===== src/rtl/ezrisc_pkg.sv =====
// Shared ezrisc definitions: ALU control codes and the writeback FSM encoding.
package ezrisc_pkg;

    typedef enum logic [3:0] {
        AluAdd  = 4'd0,
        AluSub  = 4'd1,
        AluAnd  = 4'd2,
        AluOr   = 4'd3,
        AluXor  = 4'd4,
        AluSll  = 4'd5,
        AluSrl  = 4'd6,
        AluSra  = 4'd7,
        AluSlt  = 4'd8,
        AluSltu = 4'd9,
        AluMul  = 4'd10,
        AluMulu = 4'd11
    } alu_op_e;

    typedef enum logic [1:0] {
        StIdle = 2'd0,
        StWrLo = 2'd1,
        StWrHi = 2'd2
    } wb_state_e;

endpackage


===== src/rtl/alu_writeback.sv =====
// ALU result writeback: splits a 2*DATA_W result into one or two register-file writes
// and keeps the most recent wide upper half in hi_out.
module alu_writeback
    import ezrisc_pkg::*;
#(
    parameter int unsigned DATA_W  = 32,
    parameter int unsigned RADDR_W = 5
) (
    input  logic                  clk,
    input  logic                  rst,
    input  logic                  in_valid,
    output logic                  in_ready,
    input  logic [2*DATA_W-1:0]   in_result,
    input  logic                  in_wide,
    input  logic [RADDR_W-1:0]    in_rd,
    output logic                  rf_we,
    output logic [RADDR_W-1:0]    rf_waddr,
    output logic [DATA_W-1:0]     rf_wdata,
    output logic [DATA_W-1:0]     hi_out,
    output logic                  busy
);

    localparam logic [RADDR_W-1:0] RdOne = RADDR_W'(1);

    wb_state_e             state_q, state_d;
    logic [2*DATA_W-1:0]   result_q;
    logic                  wide_q;
    logic [RADDR_W-1:0]    rd_q;
    logic [DATA_W-1:0]     hi_q;
    logic                  accept;

    // Ready depends only on state and the latched width, never on in_valid.
    always_comb begin
        in_ready = 1'b0;
        if (!rst) begin
            unique case (state_q)
                StIdle:  in_ready = 1'b1;
                StWrLo:  in_ready = !wide_q;
                StWrHi:  in_ready = 1'b1;
                default: in_ready = 1'b0;
            endcase
        end
    end

    assign accept = in_valid && in_ready;

    always_comb begin
        state_d = state_q;
        unique case (state_q)
            StIdle:  state_d = accept ? StWrLo : StIdle;
            StWrLo:  state_d = wide_q ? StWrHi : (accept ? StWrLo : StIdle);
            StWrHi:  state_d = accept ? StWrLo : StIdle;
            default: state_d = StIdle;
        endcase
    end

    always_comb begin
        rf_waddr = '0;
        rf_wdata = '0;
        unique case (state_q)
            StWrLo: begin
                rf_waddr = rd_q;
                rf_wdata = result_q[DATA_W-1:0];
            end
            StWrHi: begin
                rf_waddr = rd_q + RdOne;
                rf_wdata = result_q[2*DATA_W-1:DATA_W];
            end
            default: ;
        endcase
        // x0 is hardwired; also suppresses the rd=31 wide wrap onto x0.
        rf_we = (state_q != StIdle) && (rf_waddr != '0);
    end

    assign busy   = (state_q != StIdle);
    assign hi_out = hi_q;

    always_ff @(posedge clk) begin
        if (rst) begin
            state_q  <= StIdle;
            result_q <= '0;
            wide_q   <= 1'b0;
            rd_q     <= '0;
            hi_q     <= '0;
        end else begin
            state_q <= state_d;
            if (state_q == StWrHi) begin
                hi_q <= result_q[2*DATA_W-1:DATA_W];
            end
            // Outputs of the write in progress are already driven, so overwriting is safe.
            if (accept) begin
                result_q <= in_result;
                wide_q   <= in_wide;
                rd_q     <= in_rd;
            end
        end
    end

endmodule


===== config.mk =====
export PLATFORM = sky130hd
export DESIGN_NAME = alu_writeback
export DESIGN_NICKNAME = d
export VERILOG_FILES = /design/src/rtl/ezrisc_pkg.sv /design/src/rtl/alu_writeback.sv
export SDC_FILE = /design/constraint.sdc
export NUM_CORES = 1
export LEC_CHECK = 0
export ABC_AREA = 1
export CAP_MARGIN = 20
export CORE_ASPECT_RATIO = 2
export CORE_MARGIN = 2
export CORE_UTILIZATION = 45
export DETAILED_ROUTE_END_ITERATION = 8
export PLACE_DENSITY = 0.78
export SYNTH_ARGS = -nofsm -noshare
export SYNTH_HDL_FRONTEND = slang
export SYNTH_SLANG_ARGS = --single-unit

===== constraint.sdc =====
create_clock -name clk -period 3.4 [get_ports clk]
set_input_delay 0.68 -clock clk [delete_from_list [all_inputs] [get_ports clk]]
set_output_delay 0.68 -clock clk [all_outputs]
set_load 0.01 [all_outputs]

==> impl_metrics.py <==
metrics = {
    "logic_synthesis": {
        "synth_nets": 787,
        "yosysTopAreaCellShare": 0.458,
        "synth_area_leader_cell": "dfxtp_1",
        "synthTopCellsByArea": "dfxtp_1 46%, nand2_1 21%, nor2_1 12%, a21oi_1 7.3%, inv_1 6.7%",
        "mappedNetlistArea_mm2": 0.00455,
        "synth-edff-count": 0,
        "synth_commonest_cells": "256 x nand2_1, 144 x nor2_1, 104 x dfxtp_1, 81 x inv_1, 66 x a21oi_1",
        "avgSynthCellArea_um2": 6.41,
        "ys_seq_area_frac": 0.458,
        "ys_ff_latch": 104,
        "synth_most_common_cell": "nand2_1",
        "ys_async_sr_fraction": 0,
        "synthFlopType": "dfxtp_1",
        "ys_warn_count": 0,
        "postSynthCellCount": 709,
        "synth_cell_type_count": 20,
    },
    "flow_run": {
        "max_cap_violations": 0,
    },
    "placed_design": {
        "dp_hpwl_um": 9430,
        "dpl-instance-area_mm2": 0.00609,
        "portBuffers": 144,
        "place.gp.congestion": 0.862,
    },
    "sta": {
        "finClkSkew_ns": 0.00495,
        "tightest_slew_ns": 0.515,
        "fin_crit_sh": 0.885,
        "setup-violations-final": 0,
        "fin_tns_setup_ns": 0,
        "rsz0062_at_grt": "no",
        "layout_min_cycle_time_ns": 3.01,
        "hold_viol_final": 0,
        "slew_violations": 0,
        "slew_headroom": 0.657,
        "fmax_mhz": 332,
    },
    "cells_and_area": {
        "syn2layout_area_growth_pct": 41.1,
        "fin_nets": 913,
        "n_antenna_cell": 0,
        "drive_above_1_share": 0.0381,
        "design_area_mm2": 0.00641,
        "fillCellCount": 867,
    },
    "clocking": {
        "clock_latency_ns": 0.35,
        "cts-root-buf": "clkbuf_16",
        "post-cts-setup-buffers": 0,
        "clock-sinks": 104,
        "cts_buffers": 9,
        "cts_tree": "yes",
        "ctsHoldBuffers": 0,
        "cts_resized": 0,
        "htreeDepth": 3,
        "clockBufferDepth": 2,
        "clk_pin_slew_ns": 0.06,
    },
    "route": {
        "ant_nets": 0,
        "first_pass_iters": 5,
        "drc": 0,
        "wl_per_cell_um": 13.6,
        "drt_iter0_markers": 237,
        "via_count": 4664,
        "highest_layer": "met4",
        "met1Wirelength_um": 4560,
        "dr_wl_met2_um": 7460,
        "routed_wirelength_um": 13200,
        "wl_met3_um": 720,
        "vias_per_cell": 4.80,
    },
    "die": {
        "rows": 51,
        "io_pins": 145,
        "start_util": 0.466,
        "die_h_um": 146,
        "die-area_mm2": 0.0110,
        "die_w_um": 75.1,
        "core_mm2": 0.00976,
    },
    "global_route": {
        "grt_first_pass_wirelength_um": 20900,
        "grt_pass1_vias": 4574,
        "track_usage": 0.249,
        "antenna_found_initial": 0,
        "grt_max_degree": 57,
        "gr-total-overflow": 0,
    },
    "hold_path": {
        "min-delay-start": "hi_out[15]",
        "hold_depth": 2,
        "min_path_type": "flip-flop to flip-flop",
        "hold_path_end": "hi_out[15]",
    },
    "setup_path": {
        "worst_setup_path_end_kind": "output pin",
        "reg2reg_depth": 9,
        "path_class": "flip-flop to output pin",
        "start_kind": "flip-flop",
        "critPathArrivalTime_ns": 2.33,
        "r2r-start": "state_q[1]",
        "crit_fanout": 14,
        "cp.required_ns": 2.72,
        "r2r_slack_ns": 1.02,
        "r2r-end": "result_q[60]",
    },
    "status": {
        "status": "finished, final reports clean",
    },
    "power_and_ir_drop": {
        "power.leakage_nw": 2.89,
        "p_per_area_mw_per_mm2": 431,
        "switchingPower_uw": 659,
        "p_int_mw": 2.10,
        "pwr-share-seq": 0.477,
        "peakVddDrop_uv": 305,
        "pwr-share-clk": 0.397,
        "swShare": 0.239,
        "combPwrFrac": 0.126,
    },
}
[cell usage in the layout (no fill, tap or decap), types with 2 or more instances in the layout]
cell,synthesis,routed
buf_12,0,3
nand3_1,3,3
a21oi_1,66,66
bufinv_16,0,2
clkbuf_16,0,9
nand2_1,256,256
inv_1,81,81
dfxtp_1,104,104
buf_4,2,8
nor2_1,144,144
inv_2,3,3
clkdlybuf4s50_1,0,144
ha_1,5,5
clkinv_2,0,3
[how the worst max path moves through the flow]
| stage | start | end | slack (ns) | depth (start not counted) |
|---|---|---|---|---|
| after floorplan | state_q[0] | rf_we | 1.39 | 10 |
| after global placement | rst | in_ready | 0.60 | 5 |
| after detailed placement | rst | in_ready | 0.62 | 5 |
| after CTS | state_q[1] | rf_we | 0.37 | 12 |
| after global routing | state_q[0] | rf_we | 0.20 | 12 |
| final | state_q[1] | rf_we | 0.39 | 12 |
[per-layer routing]
metal  vias up  GRT usage
li1       2347          -
met1      2109      0.250
met2       177      0.467
met3        31     0.0338
met4         0      0.126
met5         -          0
[worst max-delay path, stage by stage, from the launching register on]
cell and delay, ns:
dfxtp_1 0.36, inv_1 0.07, ha_1 0.30, clkinv_1 0.08, buf_4 0.20, nor2_1 0.11
nand2_1 0.06, inv_1 0.06, nor2_1 0.04, nand3_1 0.08, nand2_1 0.05, inv_1 0.04
clkdlybuf4s50_1 0.52
[registers in the layout, summed over array words and instances (netlist names)]
signal / flops
state_q: 2
hi_out: 32
rd_q: 5
result_q: 64
wide_q: 1
[kinds of logic (layout without fill, tap and decap cells)]
group | count (synthesis) | in the layout | share of synthesized area
AO/OA/AOI/OAI | 69 | 69 | 0.0782
adder cells (fa/ha/maj) | 5 | 5 | 0.0138
buffers and inverters | 125 | 256 | 0.112
flip-flops | 104 | 104 | 0.458
AND/OR/NAND/NOR | 406 | 406 | 0.338
[metrics by stage]
| step | hold slack (ns) | cells | setup slack (ns) | utilization | power, mW |
|---|---|---|---|---|---|
| floorplan | 0.446 | 709 | 1.39 | - | 1.53 |
| global placement | 0.449 | 955 | 0.597 | 0.622 | 1.67 |
| detailed placement | 0.451 | 956 | 0.622 | 0.624 | 1.69 |
| CTS | 0.461 | 972 | 0.366 | 0.657 | 2.78 |
| finish | 0.461 | 972 | 0.392 | 0.657 | 2.76 |
| global route | 0.483 | 972 | 0.201 | 0.657 | 2.89 |
[power groups by stage]
stage	sequential (mW)	clock, mW	combinational [mW]
2_1_floorplan	1.34	0	0.196
3_3_place_gp	1.34	0	0.334
3_5_place_dp	1.34	0	0.346
4_1_cts	1.32	1.12	0.349
5_1_grt	1.32	1.17	0.390
6_report	1.32	1.10	0.347
[area by class of cell]
| cell class | count | area, µm² | area share |
|---|---|---|---|
| Tap cell | 132 | 165 | 0.0258 |
| Sequential cell | 104 | 2080 | 0.325 |
| Clock inverter | 6 | 82.6 | 0.0129 |
| Multi-Input combinational cell | 480 | 1960 | 0.306 |
| Inverter | 85 | 319 | 0.0498 |
| Timing Repair Buffer | 155 | 1560 | 0.244 |
| Clock buffer | 10 | 239 | 0.0373 |
(Power assumes the default switching activity.)
